### src/rtl/sample_design_arbiter.sv
`default_nettype none
// ============================================================================
// Module      : sample_design_arbiter
// Description : Round-robin front end sharing one sample_design datapath;
//               results return in issue order via a tagged response FIFO.
// Revision    : 1.0
// ============================================================================
module sample_design_arbiter #(
  parameter int NUM_REQ    = 4,
  parameter int DATA_W     = 8,
  parameter int PIPE_LAT   = 1,
  parameter int RESP_DEPTH = 4,
  parameter int ID_W       = 2
) (
  input  logic                      clk,
  input  logic                      rst,
  input  logic                      enable,
  input  logic [NUM_REQ-1:0]        req_valid,
  input  logic [NUM_REQ*DATA_W-1:0] req_data,
  output logic [NUM_REQ-1:0]        req_ready,
  output logic [DATA_W-1:0]         dp_data_in,
  output logic                      dp_pipeline_en,
  input  logic [DATA_W-1:0]         dp_data_out,
  output logic                      resp_valid,
  output logic [ID_W-1:0]           resp_id,
  output logic [DATA_W-1:0]         resp_data,
  input  logic                      resp_ready,
  output logic                      busy
);

  localparam int c_PTR_W = $clog2(RESP_DEPTH);
  localparam int c_CNT_W = c_PTR_W + 1;
  localparam logic [c_CNT_W:0] c_DEPTH = (c_CNT_W + 1)'(RESP_DEPTH);

  typedef enum logic [1:0] {
    IDLE  = 2'd0,
    RUN   = 2'd1,
    DRAIN = 2'd2
  } state_t;

  state_t              r_state;
  logic [ID_W-1:0]     r_rr_ptr;
  logic [DATA_W-1:0]   r_dp_data_in;
  logic                r_dp_pipeline_en;
  logic [PIPE_LAT:0]   r_tag_vld;
  logic [ID_W-1:0]     r_tag_id [PIPE_LAT+1];
  logic [c_CNT_W-1:0]  r_inflight;
  logic [c_CNT_W-1:0]  r_fifo_count;
  logic [c_PTR_W-1:0]  r_wr_ptr;
  logic [c_PTR_W-1:0]  r_rd_ptr;
  logic [ID_W-1:0]     r_mem_id   [RESP_DEPTH];
  logic [DATA_W-1:0]   r_mem_data [RESP_DEPTH];

  logic                w_found;
  logic [ID_W-1:0]     w_grant_idx;
  logic [c_CNT_W:0]    w_used;
  logic                w_credit_ok;
  logic                w_accept;
  logic                w_push;
  logic                w_pop;

  // Search starts one past the last winner so every requester gets a turn.
  always_comb begin
    w_found     = 1'b0;
    w_grant_idx = '0;
    for (int k = 1; k <= NUM_REQ; k++) begin
      if (!w_found && req_valid[(int'(r_rr_ptr) + k) % NUM_REQ]) begin
        w_found     = 1'b1;
        w_grant_idx = ID_W'((int'(r_rr_ptr) + k) % NUM_REQ);
      end
    end
  end

  assign w_used      = {1'b0, r_inflight} + {1'b0, r_fifo_count};
  assign w_credit_ok = (w_used < c_DEPTH);
  assign w_accept    = (r_state == RUN) && w_credit_ok && w_found;
  assign w_push      = r_tag_vld[PIPE_LAT];
  assign w_pop       = resp_valid && resp_ready;

  always_comb begin
    req_ready = '0;
    if (w_accept) begin
      req_ready[w_grant_idx] = 1'b1;
    end
  end

  always_ff @(posedge clk or posedge rst) begin
    if (rst) begin
      r_state          <= IDLE;
      r_rr_ptr         <= ID_W'(NUM_REQ - 1);
      r_dp_data_in     <= '0;
      r_dp_pipeline_en <= 1'b0;
      r_tag_vld        <= '0;
      r_inflight       <= '0;
      for (int i = 0; i <= PIPE_LAT; i++) begin
        r_tag_id[i] <= '0;
      end
    end else begin
      case (r_state)
        IDLE:    if (enable) r_state <= RUN;
        RUN:     if (!enable) r_state <= DRAIN;
        DRAIN: begin
          if (enable)                r_state <= RUN;
          else if (r_inflight == '0) r_state <= IDLE;
        end
        default: r_state <= IDLE;
      endcase

      r_dp_pipeline_en <= w_accept;
      if (w_accept) begin
        r_dp_data_in <= req_data[int'(w_grant_idx)*DATA_W +: DATA_W];
        r_rr_ptr     <= w_grant_idx;
      end

      // Tag pipe mirrors the datapath register depth plus the issue register.
      r_tag_vld   <= {r_tag_vld[PIPE_LAT-1:0], w_accept};
      r_tag_id[0] <= w_grant_idx;
      for (int i = 1; i <= PIPE_LAT; i++) begin
        r_tag_id[i] <= r_tag_id[i-1];
      end

      case ({w_accept, w_push})
        2'b10:   r_inflight <= r_inflight + c_CNT_W'(1);
        2'b01:   r_inflight <= r_inflight - c_CNT_W'(1);
        default: r_inflight <= r_inflight;
      endcase
    end
  end

  always_ff @(posedge clk or posedge rst) begin
    if (rst) begin
      r_wr_ptr     <= '0;
      r_rd_ptr     <= '0;
      r_fifo_count <= '0;
    end else begin
      if (w_push) begin
        r_mem_id[r_wr_ptr]   <= r_tag_id[PIPE_LAT];
        r_mem_data[r_wr_ptr] <= dp_data_out;
        r_wr_ptr             <= r_wr_ptr + c_PTR_W'(1);
      end
      if (w_pop) begin
        r_rd_ptr <= r_rd_ptr + c_PTR_W'(1);
      end
      case ({w_push, w_pop})
        2'b10:   r_fifo_count <= r_fifo_count + c_CNT_W'(1);
        2'b01:   r_fifo_count <= r_fifo_count - c_CNT_W'(1);
        default: r_fifo_count <= r_fifo_count;
      endcase
    end
  end

  // Head fields are masked so stale storage never shows on an empty FIFO.
  assign resp_valid     = (r_fifo_count != '0);
  assign resp_id        = resp_valid ? r_mem_id[r_rd_ptr]   : '0;
  assign resp_data      = resp_valid ? r_mem_data[r_rd_ptr] : '0;
  assign dp_data_in     = r_dp_data_in;
  assign dp_pipeline_en = r_dp_pipeline_en;
  assign busy           = (r_state != IDLE) || resp_valid;

endmodule
`default_nettype wire
### config.mk
export PLATFORM = sky130hd
export DESIGN_NAME = sample_design_arbiter
export DESIGN_NICKNAME = d
export VERILOG_FILES = /design/src/rtl/sample_design_arbiter.sv
export SDC_FILE = /design/constraint.sdc
export NUM_CORES = 1
export LEC_CHECK = 0
export CORE_ASPECT_RATIO = 1.25
export CORE_MARGIN = 2
export CORE_UTILIZATION = 45
export DETAILED_ROUTE_END_ITERATION = 12
export GPL_ROUTABILITY_DRIVEN = 0
export HOLD_SLACK_MARGIN = 0.06
export PLACE_DENSITY = 0.82
export SLEW_MARGIN = 30
export SYNTH_ARGS = -nofsm -noshare
export SYNTH_HDL_FRONTEND = slang
export SYNTH_SLANG_ARGS = --single-unit
### constraint.sdc
create_clock -name clk -period 7.3 [get_ports clk]
set_input_delay 1.46 -clock clk [delete_from_list [all_inputs] [get_ports clk]]
set_output_delay 1.46 -clock clk [all_outputs]
set_load 0.005 [all_outputs]
Word level (Yosys, flattened, before mapping)

Memories as Yosys holds them, arrays and structs flattened.
Cells that the tools add are included.

Register bits: 29
Bits in writable memories: 40
Input port bits: 48
Output and inout bits: 25
Logic and storage cells: 103
Memories: 2

$add $sub $neg: 11
Magnitude comparators: 7
Eq/ne operators: 9
Shift-type cells: 1
Multiplexer cells: 34
Bitwise operators: 4
Reduce and logical (&&, ||, !) cells: 24

Memories:

| name       | words | width | rd ports | clocked after Yosys merged registers in | write ports | line | source |
|---|---|---|---|---|---|---|---|
| r_mem_data | 4     | 8     | 1        | 0                                       | 1           | 52   | `logic [DATA_W-1:0] r_mem_data [RESP_DEPTH];` |
| r_mem_id   | 4     | 2     | 1        | 0                                       | 1           | 51   | `logic [ID_W-1:0] r_mem_id [RESP_DEPTH];` |

Operators by type and width:

| cell                | number |
|---|---|
| $shiftx 32x6->8     | 1 |
| $mux 2              | 9 |
| $lt 3x4->1 const B  | 4 |
| $mux 1              | 15 |
| $pmux 3 s2          | 2 |
| $add 2x1->2 const B | 4 |
| $bmux 1 s2          | 4 |
| $logic_and 1x1->1   | 8 |
| $mux 8              | 1 |
| $reduce_or 2->1     | 4 |
| $add 3x1->3 const B | 2 |
| $eq 2x1->1 const B  | 3 |
| $eq 2x2->1 const B  | 3 |
| $pmux 2 s3          | 1 |
| $reduce_bool 2->1   | 3 |
| $sub 3x1->3 const B | 2 |
| $add 2x2->2 const B | 2 |
| $add 3x3->4         | 1 |
| $and 1x1->1 const A | 4 |
| $logic_not 1->1     | 4 |
| $lt 4x3->1 const B  | 1 |
| $mux 4              | 1 |
| $ne 2x2->1 const B  | 2 |
| $logic_not 3->1     | 1 |
| 8 further kinds     | 8 |

Logic depth before layout (Yosys ltp)

Word-level depth: 21
Depth in mapped cells: 11
Gate-level depth less buffers: 10

Worst setup path after synthesis

Ideal clock, no wire load.

Path kind: input to output
Start point: input port req_valid[0]
End point: output port req_ready[2]
Arrival: 2350 ps
Required time: 5840 ps
Setup slack: 3490 ps
Cell stages on the path: 5
Path buffers: 1
Cell sequence: o21a_1 > a21oi_1 > clkbuf_1 > nand2_1 > nor2_1

Word-level cells in the longest chain between the ends: 18
Elaborated cells on any way between the ends: 33
Classes of those cells: 2 x order compare; 23 x mux; 8 x reduce/logical

Ends and longest elaborated chain:

| element                                                        | line | source |
|---|---|---|
| from (decl)                                                    | 18   | `input logic [NUM_REQ-1:0] req_valid,` |
| $bmux 1 s2                                                     | 67   | `if (!w_found && req_valid[(int'(r_rr_ptr) + k) % NUM_REQ]) begin` |
| $mux 1 (not written as such) (2 in a row)                      | 67   |  |
| $mux 1                                                         | 67   |  |
| $logic_not 1->1                                                | 67   |  |
| $logic_and 1x1->1                                              | 67   |  |
| $mux 1                                                         | 67   |  |
| $logic_not 1->1                                                | 67   |  |
| $logic_and 1x1->1                                              | 67   |  |
| [2 not listed]                                                 | --   |  |
| $logic_and 1x1->1                                              | 67   |  |
| $mux 2 (*)                                                     | 67   |  |
| via w_grant_idx[1]                                             | 55   | `logic [ID_W-1:0] w_grant_idx;` |
| $lt 2x3->1 (not written as such) or $ge 2x1->1 (tied branches) | 83   | `req_ready[w_grant_idx] = 1'b1;` |
| $logic_and 1x1->1 (not written as such)                        | 83   |  |
| $mux 1 (not written as such)                                   | 83   |  |
| $demux 1 s2 (*)                                                | 83   |  |
| $mux 4 (*)                                                     | 82   | `if (w_accept) begin` |
| to (decl)                                                      | 20   | `output logic [NUM_REQ-1:0] req_ready,` |

Mark *: on every way through the listed nets, which the timed path passes. The rest lies on a longest branch. The select of a mux whose other input is x is not followed.

Final worst setup path

Start point: input port req_valid[3]
End point: output port req_ready[2]

Word-level cells in the longest chain between the ends: 18
Elaborated cells on any way between the ends: 33
Classes of those cells: 2 x order compare; 23 x mux; 8 x reduce/logical

Ends and longest elaborated chain:

| element                                                        | line |
|---|---|
| $bmux 1 s2                                                     | 67 |
| $mux 1 (not written as such) (2 in a row)                      | 67 |
| $mux 1                                                         | 67 |
| $logic_not 1->1                                                | 67 |
| $logic_and 1x1->1                                              | 67 |
| $mux 1                                                         | 67 |
| $logic_not 1->1                                                | 67 |
| $logic_and 1x1->1                                              | 67 |
| $mux 1                                                         | 67 |
| $logic_not 1->1                                                | 67 |
| $logic_and 1x1->1                                              | 67 |
| $mux 2                                                         | 67 |
| $lt 2x3->1 (not written as such) or $ge 2x1->1 (tied branches) | 83 |
| $logic_and 1x1->1 (not written as such)                        | 83 |
| $mux 1 (not written as such)                                   | 83 |
| $demux 1 s2                                                    | 83 |
| $mux 4 (*)                                                     | 82 |

Every way passes the cells marked *; elsewhere a longest branch is shown, timed or not. The select of a mux whose other input is x is not followed.

==> results.md <==
- Combinational fraction of design power: 36.5%
- Via density: 5.045
- Post-Syn Instances: 185
- Post-CTS setup buffers: 0
- Root buffer cell: clkbuf_8
- Cell area after synthesis: 3047 um^2
- # resized after CTS: 0
- Power per cell area: 356.9 nW/um^2
- Synth warn: 0
- Final ANT Viol Nets: 0
- Pin count of the biggest net entering global routing: 33
- Chip width: 77.60 um
- Worst setup SP type: primary input
- Port buffer count: 72
- Drt first-iter violations: 81
- Hold buffer count at cts: 0
- Worst hold path depth: 0
- Endpoint class of the critical path: output port
- Initial antenna violation count: 0
- Unique cell type count in the Yosys netlist: 33
- Share of total power in sequential cells: 40.6%
- Ports: 73
- RSZ-0062 raised after global routing: no
- Total GRT Usage: 15.50%
- Pre-antenna DRT Iters: 4
- Post-synthesis sequential area ratio: 62.51%
- Total power: 1455 uW
- NumNets Final: 322
- Hold Violations, Final: 0
- CP arrival: 3760 ps
- Total net switching power: 419.3 uW
- Fin crit share: 71.48%
- First-pass GRT wire length: 8500 um
- Layout cells sized above 1: 17.47%
- Total number of vias: 1796
- Clock Latency Late Sink: 330 ps
- Cell taking the most area after synthesis: edfxtp_1
- Clock slew at reported path FFs: 70 ps
- TritonCTS clock tree: built
- Total area of multi-input combinational cells: 1051 um^2
- Max-cap violation count: 0
- Status: finished, final reports clean
- Total gr overflow: 0
- Kind of critical path: in -> out
- Lkg Pwr: 0.001530 uW
- H-tree Lvls: 3
- Diodes inserted: 0
- Die area: 7449 um^2
- Most common cell after layout, fill and taps aside: clkdlybuf4s50_1
- CTS buffer count: 9
- Clock power share: 22.9%
- Worst rel slew slack: 41.31%
- Peak supply drop: 0.0001817 V
- Filler Cells Inserted: 485
- Core ar.: 6565 um^2
- Post-Route WL: 5221 um
- Setup Skew: 3.566 ps
- Internal power: 1036 uW
- Most frequent cells in the layout: 72 x clkdlybuf4s50_1, 40 x edfxtp_1, 26 x dfrtp_1, 18 x mux4_2, 14 x inv_1
- FF+latch count, synth: 68
- Async SR Flop Fraction: 41.18%
- Total area of sequential cells: 1904 um^2
- Critical Path RT: 5840 ps
- Path depth of the worst reg2reg path: 8
- Starting Density: 46.41%
- Synth top area share: 39.43%
- Worst Setup Slack, final: 2082 ps
- Sink Count: 68
- Synth area leaders: edfxtp_1 39%, dfrtp_1 21%, mux4_2 13%
- Max Slew Vio Count: 0
- Clk buf depth: 2
- Drt drc: 0
- Mean area per synthesized cell: 16.47 um^2
- Fmax: 0.1916 GHz
- Slew @ Worst Pin: 880.4 ps
- Setup violators final: 0
- Wirelength per Cell: 14.67 um
- Layout area overhead: 33.80%
- Syn Nets: 243
- Setup TNS: 0 ps
- Die height: 96.00 um
- Worst slack, placed: 2095 ps
- HPWL after DPL: 3858 um
- Rows: 33
- EDFF count, synth: 40
- Switching Fraction: 28.82%
- Vias in the first global route: 1912
- Type of the most critical hold path: reg -> reg
- Crit path max fanout: 11
- Final min period: 5218 ps
- Synth Flop Type: edfxtp_1
## through the flow
| stage | hold WS (ps) | instance area (um^2) | instances | utilization [%] |
|---|---|---|---|---|
| 6_report | 351.5 | 4076 | 356 | 62.09 |
| 3_5_place_dp | 337.2 | 3852 | 340 | 58.68 |
| 2_1_floorplan | 331.2 | 3047 | 185 | - |
| 5_1_grt | 367.5 | 4076 | 356 | 62.09 |
| 4_1_cts | 353.6 | 4076 | 356 | 62.09 |
| 3_3_place_gp | 334.7 | 3852 | 340 | 58.68 |
## flip-flops by register name, summed over array words and instances (netlist names), 3 cells and up
| signal | cells |
|---|---|
| r_mem_data | 32 |
| dp_data_in | 8 |
| r_mem_id | 8 |
| r_tag_id | 4 |
| r_fifo_count | 3 |
| r_inflight | 3 |
## routing by layer
layer,GRT usage (%),routed length (um),up-vias
li1,-,-,837
met2,27.66,2679,76
met1,16.65,2086,876
met5,0,0,-
met4,8.036,72,0
met3,4.690,383,7
## worst max-delay path, stage by stage
cell and delay, ps:
clkdlybuf4s50_1 560, nand2b_1 100, o21a_1 110, a21oi_1 700, nand2_1 180, nor2_1 130
clkdlybuf4s50_1 510
## cell type report
type                            count  area share [%]
Inverter                           14           1.289
Multi-Input combinational cell     97           25.78
Clock buffer                        9           3.039
Tap cell                           87           2.670
Timing Repair Buffer               74           18.05
Sequential cell                    68           46.72
Clock inverter                      7           2.455
## cells in the mapped netlist (all sizes together), types with 2 or more instances
library cell and number:
buf 3, nand2b 6, mux4 18, a21oi 5, mux2 8, dfrtp 26, mux2i 2, or3 2
xor2 6, and3 4, xnor2 3, nor3 2, edfxtp 40, o21ai 2, nand2 3, dfstp 2
nor2 8, and2 11, clkbuf 3, fa 2, ha 8, inv 14
## final timing paths
| check | to | from | slack [ps] |
|---|---|---|---|
| max | req_ready[2] | req_valid[3] | 2080 |
| min in group asynchronous | dp_data_in[0]$_DFFE_PP0P_ | rst | 1500 |
| min reg2reg | r_tag_id[0]$_DFF_PP0_ | r_tag_id[2]$_DFF_PP0_ | 350 |
| max reg2reg | r_inflight[1]$_DFFE_PP0P_ | r_inflight[2]$_DFFE_PP0P_ | 4360 |
| max in group asynchronous | r_rr_ptr[0]$_DFFE_PP1P_ | rst | 5480 |
| min | r_tag_id[0]$_DFF_PP0_ | r_tag_id[2]$_DFF_PP0_ | 350 |
## power groups by stage
stage / clock (uW) / combinational (uW) / sequential [uW]
floorplan: 0 / 354 / 557
global placement: 0 / 522 / 596
detailed placement: 0 / 539 / 599
CTS: 343 / 540 / 593
global route: 359 / 587 / 607
finish: 333 / 532 / 590
## cell families after synthesis
logic type                 synth area share, %
muxes                                    17.29
and+or+nand+nor                          7.023
xor gates and xnor gates                 2.587
AOI/OAI and AO/OA                        2.998
adders and majority gates                4.600
DFF                                      62.50
buffers and inverters                    2.998
No activity file was read; power rests on OpenSTA's default activity.
